### config.mk
export PLATFORM = sky130hd
export DESIGN_NAME = serial_sub
export DESIGN_NICKNAME = d
export VERILOG_FILES = /design/src/rtl/serial_sub_pkg.sv /design/src/rtl/serial_sub_full_sub.sv /design/src/rtl/serial_sub.sv
export SDC_FILE = /design/constraint.sdc
export NUM_CORES = 1
export LEC_CHECK = 0
export ABC_AREA = 1
export CORE_UTILIZATION = 45
export CTS_BUF_LIST = sky130_fd_sc_hd__clkbuf_4 sky130_fd_sc_hd__clkbuf_8
export DETAILED_ROUTE_END_ITERATION = 7
export PLACE_DENSITY = 0.85
export SETUP_SLACK_MARGIN = 0.4
export SYNTH_ARGS = -nofsm -noshare
export SYNTH_HDL_FRONTEND = slang
export SYNTH_SLANG_ARGS = --single-unit
export TNS_END_PERCENT = 5
### constraint.sdc
create_clock -name clk_i -period 1.2 [get_ports clk_i]
set_input_delay 0.12 -clock clk_i [delete_from_list [all_inputs] [get_ports clk_i]]
set_output_delay 0.12 -clock clk_i [all_outputs]
set_load 0.05 [all_outputs]
### src/rtl/serial_sub_pkg.sv
// Shared definitions for the bit-serial subtractor.
//   state_t : control FSM encoding (IDLE accepts operands, BUSY shifts one
//             bit per clock, DONE presents the result until it is taken).
package serial_sub_pkg;

    typedef enum logic [1:0] {
        IDLE = 2'd0,
        BUSY = 2'd1,
        DONE = 2'd2
    } state_t;

    // Bit-counter width: wide enough to count 0..width-1, never below one bit.
    function automatic int cnt_width(input int width);
        return (width > 1) ? $clog2(width) : 1;
    endfunction

endpackage

### src/rtl/serial_sub_full_sub.sv
// One-bit full subtractor cell, purely combinational.
//   a_i      : minuend bit
//   b_i      : subtrahend bit
//   borrow_i : borrow from the previous (less significant) bit
//   diff_o   : difference bit
//   borrow_o : borrow into the next (more significant) bit
module full_sub (
    input  logic a_i,
    input  logic b_i,
    input  logic borrow_i,
    output logic diff_o,
    output logic borrow_o
);

    assign diff_o   = a_i ^ b_i ^ borrow_i;
    assign borrow_o = (~a_i & b_i) | (~(a_i ^ b_i) & borrow_i);

endmodule

### src/rtl/serial_sub.sv
// Bit-serial subtractor: computes (a_i - b_i) mod 2^width_p one bit per clock,
// LSB first, with a valid/ready handshake on both sides.
//   clk_i    : clock, all state on the rising edge
//   reset_i  : synchronous active-high reset, clears every register
//   valid_i  : operands presented (taken only while ready_o is high)
//   ready_o  : block is idle and can accept operands
//   a_i, b_i : minuend and subtrahend
//   valid_o  : result available (held until ready_i)
//   ready_i  : consumer takes the result
//   diff_o   : difference, holds the last completed result
//   borrow_o : final borrow, 1 when a_i < b_i unsigned
module serial_sub
    import serial_sub_pkg::*;
#(
    parameter int width_p = 8
) (
    input  logic               clk_i,
    input  logic               reset_i,
    input  logic               valid_i,
    output logic               ready_o,
    input  logic [width_p-1:0] a_i,
    input  logic [width_p-1:0] b_i,
    output logic               valid_o,
    input  logic               ready_i,
    output logic [width_p-1:0] diff_o,
    output logic               borrow_o
);

    localparam int cnt_w_lp = cnt_width(width_p);
    localparam logic [cnt_w_lp-1:0] last_cnt_lp = cnt_w_lp'(width_p - 1);

    state_t               state_reg;
    state_t               state_next;
    logic [width_p-1:0]   a_reg;
    logic [width_p-1:0]   b_reg;
    logic [width_p-1:0]   work_reg;
    logic [width_p-1:0]   work_next;
    logic                 bw_reg;
    logic [cnt_w_lp-1:0]  cnt_reg;
    logic [width_p-1:0]   diff_reg;
    logic                 borrow_reg;
    logic                 bit_diff;
    logic                 bit_borrow;
    logic                 last_bit;

    full_sub u_full_sub (
        .a_i      (a_reg[0]),
        .b_i      (b_reg[0]),
        .borrow_i (bw_reg),
        .diff_o   (bit_diff),
        .borrow_o (bit_borrow)
    );

    // New difference bit enters at the MSB so that after width_p shifts the
    // first (LSB) result bit has arrived at bit 0.
    generate
        if (width_p == 1) begin : g_work_one
            assign work_next = bit_diff;
        end else begin : g_work_wide
            assign work_next = {bit_diff, work_reg[width_p-1:1]};
        end
    endgenerate

    assign last_bit = (cnt_reg == last_cnt_lp);

    always_ff @(posedge clk_i) begin
        if (reset_i) begin
            state_reg <= IDLE;
        end else begin
            state_reg <= state_next;
        end
    end

    always_comb begin
        state_next = state_reg;
        case (state_reg)
            IDLE:    if (valid_i)  state_next = BUSY;
            BUSY:    if (last_bit) state_next = DONE;
            DONE:    if (ready_i)  state_next = IDLE;
            default: state_next = IDLE;
        endcase
    end

    always_ff @(posedge clk_i) begin
        if (reset_i) begin
            a_reg      <= '0;
            b_reg      <= '0;
            work_reg   <= '0;
            bw_reg     <= 1'b0;
            cnt_reg    <= '0;
            diff_reg   <= '0;
            borrow_reg <= 1'b0;
        end else begin
            case (state_reg)
                IDLE: begin
                    if (valid_i) begin
                        a_reg    <= a_i;
                        b_reg    <= b_i;
                        work_reg <= '0;
                        bw_reg   <= 1'b0;
                        cnt_reg  <= '0;
                    end
                end
                BUSY: begin
                    a_reg    <= a_reg >> 1;
                    b_reg    <= b_reg >> 1;
                    work_reg <= work_next;
                    bw_reg   <= bit_borrow;
                    if (last_bit) begin
                        // Counter parks at width_p-1 instead of wrapping.
                        diff_reg   <= work_next;
                        borrow_reg <= bit_borrow;
                    end else begin
                        cnt_reg <= cnt_reg + 1'b1;
                    end
                end
                default: ;
            endcase
        end
    end

    assign ready_o  = (state_reg == IDLE);
    assign valid_o  = (state_reg == DONE);
    assign diff_o   = diff_reg;
    assign borrow_o = borrow_reg;

endmodule

==> metrics.txt, run 1 <==
Mapped Cells=243; core area=3470 sq um; outcome=finished with violations; remaining antenna violation count after routing=0; dpl ws=-0.117 ns; max incr delay on CP=~0.34 ns; failing checks=negative setup slack; Worst-Margin Slew=approximately 0.5 ns; CP Launch Type=flop; Pleak=1.01 nW; Hold Path Sink=b_reg[7]$_SDFFE_PP0P_; CP Data Required Time=1.38 ns; DR DRC count=0; DP HPWL=between 2000 and 3000 um; Distinct cells, synth=17; row count=21; Worst Hold Path Cells=3; critical path's slowest cell=dfxtp_2; Syn Area/Cell=roughly 7.0 sq um; synthesized flop and latch total=38; critical path arrival=approximately 1.4 ns; final-report setup violation count=5; Rel. slew slack=67.0%; CTS tree=done; main combinational cell family by area after synthesis=simple AND/OR/NAND/NOR gates; max-cap violations=0; clk_skew=0.00963 ns; ratio of cells with drive above 1 in the final layout=a little under 30%; Final Slew Violations=0; multi-input logic area=887 sq um; Fill cells=257; Max FO, Critical Path=4; all-layer global routing usage=about a fifth; post-synthesis mux area share=0%; first-pass GRT wire length=around 6300 um; initial DRC count=68; Worst R2R Start=cnt_reg[1]$_SDFFE_PP0P_; Post-Syn Area=1690 sq um; Num Clock Sinks=38; RSZ-0062 raised after global routing=yes; IO buf count=30; worst hold start=b_i[7]; CTS Buf Count=5; # nets final=306; Compound-Gate Fraction of Synth Area=13.2%; register area share after synthesis=44.9%; Layout area overhead=44.4%; flop2flop setup slack=-0.02 ns; FF/Latch Area=between 700 and 800 sq um; non-filler instance count after layout=~330; largest net degree at the start of global routing=29; Final Core Density=70.5%; die width=approximately 63 um; Synth Area in Simple Gates=around 30%; worst reg-to-reg path cell count=6; post-synthesis xor/xnor area fraction=0%; power per cell area=around 1100 nW/um^2; maximum vdd drop=roughly 1.1 mV; final hold violations=0; fin crit share=101%; Setup crit end kind=flop; Syn Nets=266; setup ws final=-0.0157 ns; full die area=around 4000 sq um; FMAX=823 MHz; adder-cell share of the synthesized area=about 2.7%; WL/cell=between 10 and 15 um; vias in the first global route=1,497; Setup CP Type=reg -> reg; Reg clk slew, reported paths=0.08 ns; GP Congestion=0.758; antenna violations before repair=0; vias post-DR=roughly 1,600; CTS max path bufs=2; Diodes inserted=0; # H-tree levels=2; total wire length=3960 um; effective utilization at floorplan=48.8%; cells along the critical path=ha_4 -> ha_4 -> inv_4 -> nand3_1 -> nand3_1 -> a21oi_2; Reg-to-Reg End=cnt_reg[1]$_SDFFE_PP0P_; grt total ovfl=0; mean number of vias per cell=4.78; IO Pins=31; Hold/Removal Path Class=in -> reg; Root Driver=clkbuf_8; die height=63.3 um; first-pass iteration count of the detailed router=4; Post-Place Cells=316; yosys warns=0; clk_lat worst skew=0.29 ns; crit path time final=between 1 and 1.5 ns
-- worst max path at each step --
stage	endpoint	from	slack (ns)
floorplan	diff_o[7]$_SDFFE_PP0P_	bw_reg$_SDFFE_PP0P_	0.11
global placement	diff_o[0]$_SDFFE_PP0P_	reset_i	-0.03
detailed placement	cnt_reg[0]$_SDFFE_PP0P_	reset_i	-0.12
CTS	valid_o	state_reg[1]$_SDFFE_PP0P_	-0.0009
global route	cnt_reg[1]$_SDFFE_PP0P_	cnt_reg[1]$_SDFFE_PP0P_	-0.06
finish	cnt_reg[1]$_SDFFE_PP0P_	cnt_reg[1]$_SDFFE_PP0P_	-0.02
-- synthesized netlist by cell type --
library cell,count,area [sq um]
buf_2,3,15.0
nand3_1,3,15.0
buf_4,2,15.0
ha_1,2,25.0
nor2_1,36,135
inv_1,23,86.3
fa_1,1,20.0
o21ai_0,2,10.0
clkbuf_1,3,11.3
o21ai_2,10,87.6
buf_6,3,33.8
nor2_4,1,11.3
o21ai_1,3,15.0
inv_2,1,3.75
nand2_1,90,338
dfxtp_1,38,761
a21oi_1,22,110
-- layer usage --
| layer | wire length (um) | up-vias | global-route usage [%] |
|---|---|---|---|
| met5 | 0 | - | 0 |
| met4 | 99 | 0 | 9.66 |
| met3 | 133 | 8 | 5.62 |
| met2 | 2030 | 29 | 35.9 |
| met1 | 1700 | 711 | 22.8 |
| li1 | - | 826 | - |
-- cells in the final DEF (no fill, tap or decap), drive strengths merged --
master         Yosys  final
fa                 1      1
nor2              37     38
nand2             90     90
dfxtp             38     38
o21ai             15     15
clkbuf             3      5
clkinv             0      2
a21oi             22     22
buf                8     24
inv               24     24
clkdlybuf4s50      0     19
ha                 2      2
nand3              3      3
-- worst max-delay path: cells and delay by family (launching register included) --
family,cells,cell delay (ns)
buffers and inverters,1,0.10
AO/OA/AOI/OAI,1,0.07
AND/OR/NAND/NOR,2,0.24
flip-flops,1,0.34
adder cells (fa/ha/maj),2,0.35
-- stage by stage --
| step | instance area [sq um] | power (mW) | TNS [ns] | hold slack (ns) |
|---|---|---|---|---|
| after floorplan | 1730 | 1.64 | 0 | 0.189 |
| after global placement | 2210 | 1.76 | -0.345 | 0.452 |
| after detailed placement | 2210 | 1.78 | -1.57 | 0.472 |
| after CTS | 2410 | 2.61 | -0.000882 | 0.378 |
| after global routing | 2440 | 2.73 | -0.522 | 0.394 |
| final | 2440 | 2.61 | -0.0394 | 0.390 |
-- logic make-up (layout without fill, tap and decap cells) --
logic type | count (synthesis) | after routing
DFF | 38 | 38
buffers and inverters | 35 | 74
adders and majority gates | 3 | 3
AOI/OAI and AO/OA | 37 | 37
and+or+nand+nor | 130 | 131
-- power breakdown --
part           total [mW]  internal (mW)  switching (mW)
combinational       0.446          0.203           0.242
clock               0.822          0.390           0.432
sequential           1.34           1.32          0.0280
total                2.61           1.91           0.703
-- area by class of cell --
class	count	share of cell area, %
Inverter	24	3.89
Sequential cell	38	32.0
Multi-Input combinational cell	171	36.3
Clock buffer	5	2.81
Clock inverter	2	0.409
Timing Repair Buffer	43	22.3
Tap cell	46	2.35
-- repair_timing --
item | in CTS | in global routing
resized for setup | 34 | 5
cloned | 1 | 0
pin swaps | 31 | 11
setup buffers | 3 | 2
hold buffers | 0 | 0
hold endpoints to repair | 0 | 0
endpoints found under the setup margin | 49 | 49
(Power assumes the default switching activity.)
==> run 2: changes to the inputs <==
--- a/config.mk
+++ b/config.mk
@@ -13,5 +13,6 @@
 export SETUP_SLACK_MARGIN = 0.4
 export SYNTH_ARGS = -nofsm -noshare
 export SYNTH_HDL_FRONTEND = slang
+export SYNTH_HIERARCHICAL = 1
 export SYNTH_SLANG_ARGS = --single-unit
 export TNS_END_PERCENT = 5
==> metrics.txt, run 2 <==
outcome=completed; Final Slew Violations=0 (unchanged); effective utilization at floorplan=48.2% (-0.61 points); CTS max path bufs=2 (unchanged); clk_lat worst skew=0.29 ns (about the same); grt total ovfl=0 (unchanged); DR DRC count=0 (unchanged); Rel. slew slack=68.5% (+1.5 points); top cell type's share of synthesized area=45.9% (+0.92 points); Syn Area/Cell=6.80 sq um (-2.4%); CTS tree=done; total power=3.09 mW (+18%); # H-tree levels=2 (unchanged); Root Driver=clkbuf_8; die width=62.7 um (-0.97%); non-filler instance count after layout=326 (-0.91%); critical path arrival=1.43 ns (+0.04 ns); commonest non-fill, non-tap cell in the layout=nand2_1; WL/cell=11.3 um (-6.5%); most used cell along the critical path=ha_4; first-pass GRT wire length=6000 um (-4.9%); Post-Syn Area=1660 sq um (-2.0%); Pleak=1.00 nW (-0.52%); power per cell area=1280 nW/um^2 (+20%); largest area contributor in the netlist=dfxtp_1; full die area=3930 sq um (-1.9%); remaining antenna violation count after routing=0 (unchanged); Reg clk slew, reported paths=0.07 ns (about the same); RSZ-0062 raised after global routing=yes; CP Launch Type=flop; row count=21 (unchanged); ranking of synthesized cells by area=dfxtp_1 46%, nand2_1 20%, nor2_1 8.1%; crit path time final=1.19 ns (-0.0217 ns); count leader, synth=nand2_1; CP bufs+invs=1 (unchanged); max incr delay on CP=0.36 ns (+0.02 ns); Hold/Removal Path Class=in -> reg; Syn Nets=267 (+0.38%); initial DRC count=107 (+57%); Max FO, Critical Path=5 (+1); Finished Cell Area=2410 sq um (-1.3%); first-pass iteration count of the detailed router=4 (unchanged); DP HPWL=2300 um (-11%); Setup crit end kind=flop; CTS Buf Count=5 (unchanged); GP Congestion=0.797 (+5.2%); Diodes inserted=0 (unchanged); # nets final=302 (-1.3%); ys async rst share=0% (unchanged); worst reg-to-reg path cell count=6 (unchanged); total placed instance area=2170 sq um (-1.8%); register area share after synthesis=45.9% (+0.92 points); max-cap violations=0 (unchanged); ratio of cells with drive above 1 in the final layout=22.1% (-6.8 points); top post-synthesis cells by count=90 x nand2_1, 38 x dfxtp_1, 36 x nor2_1; IO Pins=31 (unchanged); Distinct cells, synth=16 (-1); Fill cells=285 (+11%); final-report setup violation count=0 (-5); hold slack=0.410 ns (+0.0193 ns); total wire length=3670 um (-7.4%); Worst-Margin Slew=0.472 ns (-0.0223 ns); CP top delay family=flip-flops; FF/Latch Area=778 sq um (-0.48%); FMAX=837 MHz (+1.8%); cells along the critical path=ha_4 -> ha_4 -> inv_6 -> nor2_4 -> nand2_1 -> a21oi_2; Final Core Density=70.1% (-0.37 points); CP Data Required Time=1.43 ns (+0.05 ns); vias post-DR=1,526 (-3.0%); setup TNS=0 ns (+0.0394 ns); all-layer global routing usage=20.0% (-0.57 points); setup ws final=0.00594 ns (+0.0217 ns); number of flops mapped to enable cells by yosys=0 (unchanged); CTS Hold Bufs=0 (unchanged); fin crit share=99.5% (-1.8 points); dpl ws=-0.0783 ns (+0.0387 ns); ys flop type=dfxtp_1; clk_skew=0.00338 ns (-0.00626 ns); most frequent cells in the layout=86 x nand2_1, 33 x nor2_1, 28 x dfxtp_1, 20 x inv_1, 19 x clkdlybuf4s50_1; multi-input logic area=838 sq um (-5.5%); Worst Hold Path Cells=3 (unchanged); Post-Place Cells=314 (-0.63%); mean number of vias per cell=4.68 (-2.2%); maximum vdd drop=0.738 mV (-32%); Mapped Cells=244 (+0.41%); die height=62.7 um (-0.97%); largest net degree at the start of global routing=39 (+34%); critical path's slowest cell=dfxtp_2; final hold violations=0 (unchanged); yosys warns=6 (+6); IO buf count=30 (unchanged); Layout area overhead=45.5%; Num Clock Sinks=38 (unchanged); synthesized flop and latch total=38 (unchanged); core area=3440 sq um (-0.76%); antenna violations before repair=0 (unchanged); vias in the first global route=1,350 (-9.8%); Setup CP Type=reg -> reg; CP Depth=6 (unchanged)
-- run 2: cell types whose count changed after synthesis, sizes merged --
cell and change:
inv +1
-- run 2: final timing paths --
kind | slack [ns] | endpoint | start
worst min-delay path | 0.41 | b_reg[7]$_SDFFE_PP0P_ | b_i[7]
worst max-delay path | 0.006 | diff_o[7]$_SDFFE_PP0P_ | cnt_reg[0]$_SDFFE_PP0P_
worst max register to register | 0.006 | diff_o[7]$_SDFFE_PP0P_ | cnt_reg[0]$_SDFFE_PP0P_
worst min register to register | 0.47 | a_reg[7]$_SDFFE_PP0P_ | a_reg[7]$_SDFFE_PP0P_
-- run 2: layer usage --
layer / up-vias / GRT usage [%] / share of wire [%]
met2: 31 / 32.2 / 46
met1: 678 / 23.5 / 47
li1: 812 / - / -
met4: 0 / 9.30 / 1.7
met5: - / 0 / 0
met3: 5 / 7.30 / 5.0
-- run 2: layout make-up --
class / instances / area share (%)
multi-input combinational: 171 / 34.7
clock inverter: 2 / 2.49
sequential: 38 / 32.2
clock buffer: 6 / 3.42
inverter: 25 / 4.20
timing repair buffer: 38 / 20.5
tap: 46 / 2.38
-- run 2: power by group --
part | switching [mW] | leakage [nW] | internal [mW]
clock | 0.457 | 0.0714 | 0.887
combinational | 0.212 | 0.616 | 0.184
sequential | 0.0320 | 0.316 | 1.32
total | 0.701 | 1.00 | 2.39
-- run 2: kinds of logic after synthesis --
kind of cell | count (synthesis) | synth area share, %
flops | 38 | 45.9
buf+inv | 36 | 10.2
simple gates | 130 | 30.1
fa+ha+maj | 3 | 2.71
compound gates | 37 | 11.2
-- run 2: tightest hold or removal path: stages --
cell	delay, ns
clkdlybuf4s50_1	0.42
nand2_1	0.07
a21oi_1	0.05
-- run 2: what timing repair did --
| item | CTS | global route |
|---|---|---|
| endpoints found under the hold margin | 0 | 0 |
| pin swaps | 3 | 13 |
| gates resized for setup | 9 | 16 |
| setup buffers | 2 | 1 |
| cloned | 1 | 0 |
| endpoints found under the setup margin | 49 | 49 |
==> RTL change 1 (flow settings as in run 1) <==
Re-encode `state_t` (3 states) as one-hot, 3 bits wide.
--- a/src/rtl/serial_sub_pkg.sv
+++ b/src/rtl/serial_sub_pkg.sv
@@ -3,10 +3,10 @@
 //             bit per clock, DONE presents the result until it is taken).
 package serial_sub_pkg;
 
-    typedef enum logic [1:0] {
-        IDLE = 2'd0,
-        BUSY = 2'd1,
-        DONE = 2'd2
+    typedef enum logic [2:0] {
+        IDLE = 3'b001,
+        BUSY = 3'b010,
+        DONE = 3'b100
     } state_t;
 
     // Bit-counter width: wide enough to count 0..width-1, never below one bit.
Function: same outputs for any inputs over 10 cycles, from zero or initial values and one cycle with reset_i high; not proved beyond that.
==> RTL change 1 against run 1 <==
The flow still finishes with violations (setup timing). Final area is 3.7% higher. Clock skew is 0.0011 ns lower. Highest routed layer unchanged. Core utilization is 1.2 points lower. Maximum frequency is 6.0% lower. Sequential cell count is 1 higher. First-iteration DRC count is 12% higher. Routed wire length is 0.53% lower. Area after synthesis is 1.7% higher. Count of clock-buffer cells in the layout is 1 higher. Power is 13% higher. Worst setup slack worse by 0.077 ns. Combinational power is 38% higher. Synthesized cell count is 0.82% lower. Worst hold slack better by 0.053 ns. Largest power group unchanged.
==> RTL change 1: results (changes against run 1) <==
The overall fraction of global-route tracks in use is 0.224 (+0.0187), and the stage delay of the slowest cell on the critical path is 0.38 ns (+0.04 ns). The synthesized net count is 264 (-0.75%), and the aggregate negative setup slack is -0.454 ns (-0.415 ns). The fraction of area in multi-input gates came out at 0.351 (-0.0119). Data-path buffer share of cell area in the final layout: 0.237 (+0.0143).

The worst clock skew was 0.00851 ns (-0.00112 ns); the final RePlAce weighted congestion was 0.774 (+2.1%). The number of placed instances, taps included is 324 (+2.5%), and the total internal power is 2090 µW (+9.5%). The commonest cells after synthesis are sky130_fd_sc_hd__nand2_1, sky130_fd_sc_hd__dfxtp_1, sky130_fd_sc_hd__nor2_1. The peak ir drop on the vdd network is 0.798 mV (-27%), and the clock buffer and inverter area fraction after layout is 0.0350 (+0.00280). The run gives 6.92 mm (+9.7%) as the wire length of the first global-routing pass. The number of combinational gates with multiple inputs was 172 (+0.58%). The run finished, with violations left. The library cell contributing the largest single delay on the critical path is sky130_fd_sc_hd__dfxtp_4. Final worst-path setup slack: -0.0928 ns (-0.0770 ns).

The final reports fail on setup timing. The number of distinct library cells after synthesis was 27 (+10); the sequential fraction of the synthesis area was 0.453 (+0.00412). The sequential share of cell area was 0.320 (+0.000479). Maximum number of pins on one net before global-route repair: 25 (-14%).

Per-cell routed wire length: 11.8 µm (-2.3%). The number of fill cells in the layout was 280 (+8.9%). Broken down by cell family, the worst path's largest delay share belongs to flip-flops. The proportion of layout cells with a drive suffix above 1 was 0.293 (+0.00293); the final setup violation count was 20 (+15). The cell area after placement is 2320 µm² (+4.9%). The synthesized instance count came out at 241 (-0.82%). The tools report the layout net count as 309 (+0.98%). The run gives 0.00105 µW (+3.7%) as the leakage power total.
RTL change 1: cell types whose count changed in the layout (fill, tap and decap cells not counted), sizes merged, moves of 2 or more:
cell	delta
a21oi	-3
inv	-6
nand2	-10
buf	+6
nor2	+3
o21ai	+5
nand4	+2
RTL change 1: power groups by stage:
stage | registers (µW) | clock network, µW | logic [µW]
2_1_floorplan | 1470 | 0 | 356
3_3_place_gp | 1470 | 0 | 522
3_5_place_dp | 1470 | 0 | 536
4_1_cts | 1450 | 904 | 593
5_1_grt | 1450 | 972 | 685
6_report | 1440 | 891 | 615
RTL change 1: worst paths after layout:
check / cells after the start / startpoint / endpoint / slack [ns]
setup / recovery: 4 / state_reg[2] / valid_o / -0.09
hold / removal: 3 / b_i[7] / b_reg[7] / 0.44
setup reg to reg: 7 / state_reg[2] / a_reg[0] / -0.04
hold reg to reg: 2 / b_reg[7] / b_reg[7] / 0.47
RTL change 1: what timing repair did:
| action | 4_1_cts | 5_1_grt |
|---|---|---|
| pin swaps | 17 | 5 |
| setup endpoints to repair | 50 | 50 |
| gates cloned | 0 | 0 |
| resized for setup | 42 | 12 |
| hold endpoints to repair | 0 | 0 |
| buffers inserted | 2 | 1 |
RTL change 1: cells by family (layout without fill, tap and decap cells):
family	after synthesis	count (layout)	synth area share
simple gates	130	130	0.315
compound gates	39	39	0.113
flops	39	39	0.453
buf+inv	30	76	0.0916
fa+ha+maj	3	3	0.0262
RTL change 1: routing by layer:
metal / track usage / share of wire / vias to the layer above
met5: 0 / 0 / -
met4: 0.136 / 0.022 / 0
met3: 0.0393 / 0.048 / 8
met2: 0.387 / 0.51 / 52
met1: 0.256 / 0.42 / 717
li1: - / - / 840
==> RTL change 2 (config.mk and constraints of run 1) <==
Made on the original files. Reset style: asynchronous (`reset_i`), changed in 2 clocked blocks. Comments in the files are not updated.
--- a/src/rtl/serial_sub.sv
+++ b/src/rtl/serial_sub.sv
@@ -63,7 +63,7 @@
 
     assign last_bit = (cnt_reg == last_cnt_lp);
 
-    always_ff @(posedge clk_i) begin
+    always_ff @(posedge clk_i or posedge reset_i) begin
         if (reset_i) begin
             state_reg <= IDLE;
         end else begin
@@ -81,7 +81,7 @@
         endcase
     end
 
-    always_ff @(posedge clk_i) begin
+    always_ff @(posedge clk_i or posedge reset_i) begin
         if (reset_i) begin
             a_reg      <= '0;
             b_reg      <= '0;
Check against the original RTL: differs if reset_i is asserted again (counterexample within 4 cycles, from zero or initial values and one cycle with reset_i high); with reset_i held inactive, the same outputs for 10 cycles.
==> RTL change 2 against run 1 <==
The run still ends with setup timing left. Area after synthesis increased by 3.0%. Sequential cell count did not move. Die area grew 2.9%. Final area increased by 5.4%. Register-to-register slack lost 0.04 ns. Critical endpoint is now valid_o. Routed wire length increased by 11%. Worst setup slack got worse by 0.072 ns. Critical path type is now flop to output port.
Power is not compared: it rests on default switching activity, and its combinational part moved more than twofold at a synthesized area within 25%.
==> RTL change 2: results (changes against run 1) <==
The flow ran to the end, but the final reports show violations. The checks that failed: setup timing. For this run, the leading register cell type out of synthesis is sky130_fd_sc_hd__dfrtp_1. Share of synthesized flip-flops with an asynchronous set or reset: 1.00 (+1.00).

Total vias in the final route: 1562 (-0.76%). The tools report the fraction of met3 tracks used by global routing as 0.0643 (+0.00813). The pre-CTS worst setup slack is -0.0396 ns (+0.0774 ns). In the post-synthesis netlist, the biggest area contributors are sky130_fd_sc_hd__dfrtp_1, sky130_fd_sc_hd__nand2_1, sky130_fd_sc_hd__nand3_1, sky130_fd_sc_hd__o21ai_0, sky130_fd_sc_hd__inv_1.

For the number of placed instances, taps included, the log shows 291 (-7.9%). The tools report the placed wire-length estimate as 2.54 mm (-1.2%). Met3 routed wirelength: 226 µm (+70%). The tools report the via count of the first global-routing pass as 1520 (+1.5%).

The post-route met1 wirelength is 1.89 mm (+11%). The tools report the met2 demand-to-capacity share in global routing as 0.384 (+0.0253). Start point of the critical path: state_reg[1]. For the sequential fraction of the synthesis area, the log shows 0.546 (+0.0962). The cell area after placement is 2260 µm² (+2.3%). The commonest cells after synthesis are sky130_fd_sc_hd__nand2_1, sky130_fd_sc_hd__dfrtp_1, sky130_fd_sc_hd__nand3_1.

The final worst-path setup slack is -0.0877 ns (-0.0720 ns), and the number of fill cells in the layout is 271 (+5.4%). The data-path buffer share of cell area in the final layout is 0.247 (+0.0241). The run gives 0.698 (-0.00647) as the final standard cell utilization of the core.

The run gives 79 (+16%) as the DRC marker count from the first detailed-route iteration. The logs give 6 (+1) for the clock tree buffer count of the final layout and 2.25 mm (+11%) for the routed length on met2. The fraction of area in multi-input gates was 0.283 (-0.0797). The clock buffer and inverter area fraction after layout is 0.0554 (+0.0231). Startpoint of the worst-slack reg-to-reg timing path: b_reg[0]. The proportion of layout cells with a drive suffix above 1 is 0.233 (-0.0569), and the final setup violation count is 16 (+11).

Kind of cell with the highest combined delay on the critical path: flip-flops. The number of combinational gates with multiple inputs is 148 (-13%), and the worst reg-to-reg path cell count is 4 (-2). In this run the worst hold path is classified as input port to async pin.

The peak fanout along the critical path was 3 (-1); the register-to-register setup slack was -0.06 ns (-0.04 ns). Among all stages on the critical path, the largest delay is contributed by sky130_fd_sc_hd__dfrtp_1. Stage delay of the slowest cell on the critical path: 0.42 ns (+0.08 ns). Detailed-route vias per instance: 5.04 (+5.3%).

The run gives 0.287 (+0.0585) as the met1 usage in global routing. The required time reported for the critical path endpoint came out at 1.08 ns (-0.30 ns). For the worst hold-check slack, the log shows 0.175 ns (-0.216 ns). The destination of the worst register-to-register timing path is diff_o[7]. The logs give 5 (+1) for the number of iterations in the first detailed-routing pass and 4.41 mm (+11%) for the total wire length.

The buffer count excluding the clock tree in the final layout is 53 (+23%). The final RePlAce weighted congestion was 0.823 (+8.7%). The tools report the overall fraction of global-route tracks in use as 0.229 (+0.0234).
RTL change 2: cell count changes in the layout (fill, tap and decap cells not counted), moves of 4 or more:
| cell | before | now |
|---|---|---|
| sky130_fd_sc_hd__a21oi_2 | 7 | 0 |
| sky130_fd_sc_hd__dfxtp_1 | 23 | 0 |
| sky130_fd_sc_hd__nand2_1 | 86 | 97 |
| sky130_fd_sc_hd__buf_6 | 3 | 8 |
| sky130_fd_sc_hd__a21oi_1 | 15 | 0 |
| sky130_fd_sc_hd__nor2_1 | 33 | 0 |
| sky130_fd_sc_hd__o21ai_0 | 1 | 12 |
| sky130_fd_sc_hd__o21ai_2 | 11 | 0 |
| sky130_fd_sc_hd__buf_4 | 8 | 12 |
| sky130_fd_sc_hd__inv_1 | 18 | 10 |
| sky130_fd_sc_hd__nand3_1 | 3 | 19 |
| sky130_fd_sc_hd__dfxtp_2 | 14 | 0 |
| sky130_fd_sc_hd__dfrtp_1 | 0 | 37 |
RTL change 2: how the worst max path moves through the flow:
stage	cells past startpoint	slack [ns]	end
2_1_floorplan	5	0.01	cnt_reg[0]
6_report	4	-0.09	valid_o
3_3_place_gp	4	-0.002	work_reg[7]
3_5_place_dp	5	-0.04	a_reg[6]
4_1_cts	4	-0.09	valid_o
5_1_grt	4	-0.12	valid_o
RTL change 2: cell families (layout without fill, tap and decap cells):
family / after synthesis / in the layout / synth area share
AOI/OAI and AO/OA: 18 / 18 / 0.0596
adders and majority gates: 3 / 3 / 0.0258
buffers and inverters: 24 / 76 / 0.0768
DFF: 38 / 38 / 0.546
and+or+nand+nor: 127 / 127 / 0.292
RTL change 2: repair_timing:
item,CTS,global route
resized for setup,17,13
buffers inserted,7,2
pin swaps,10,5
setup endpoints to repair,49,49
gates cloned,0,2
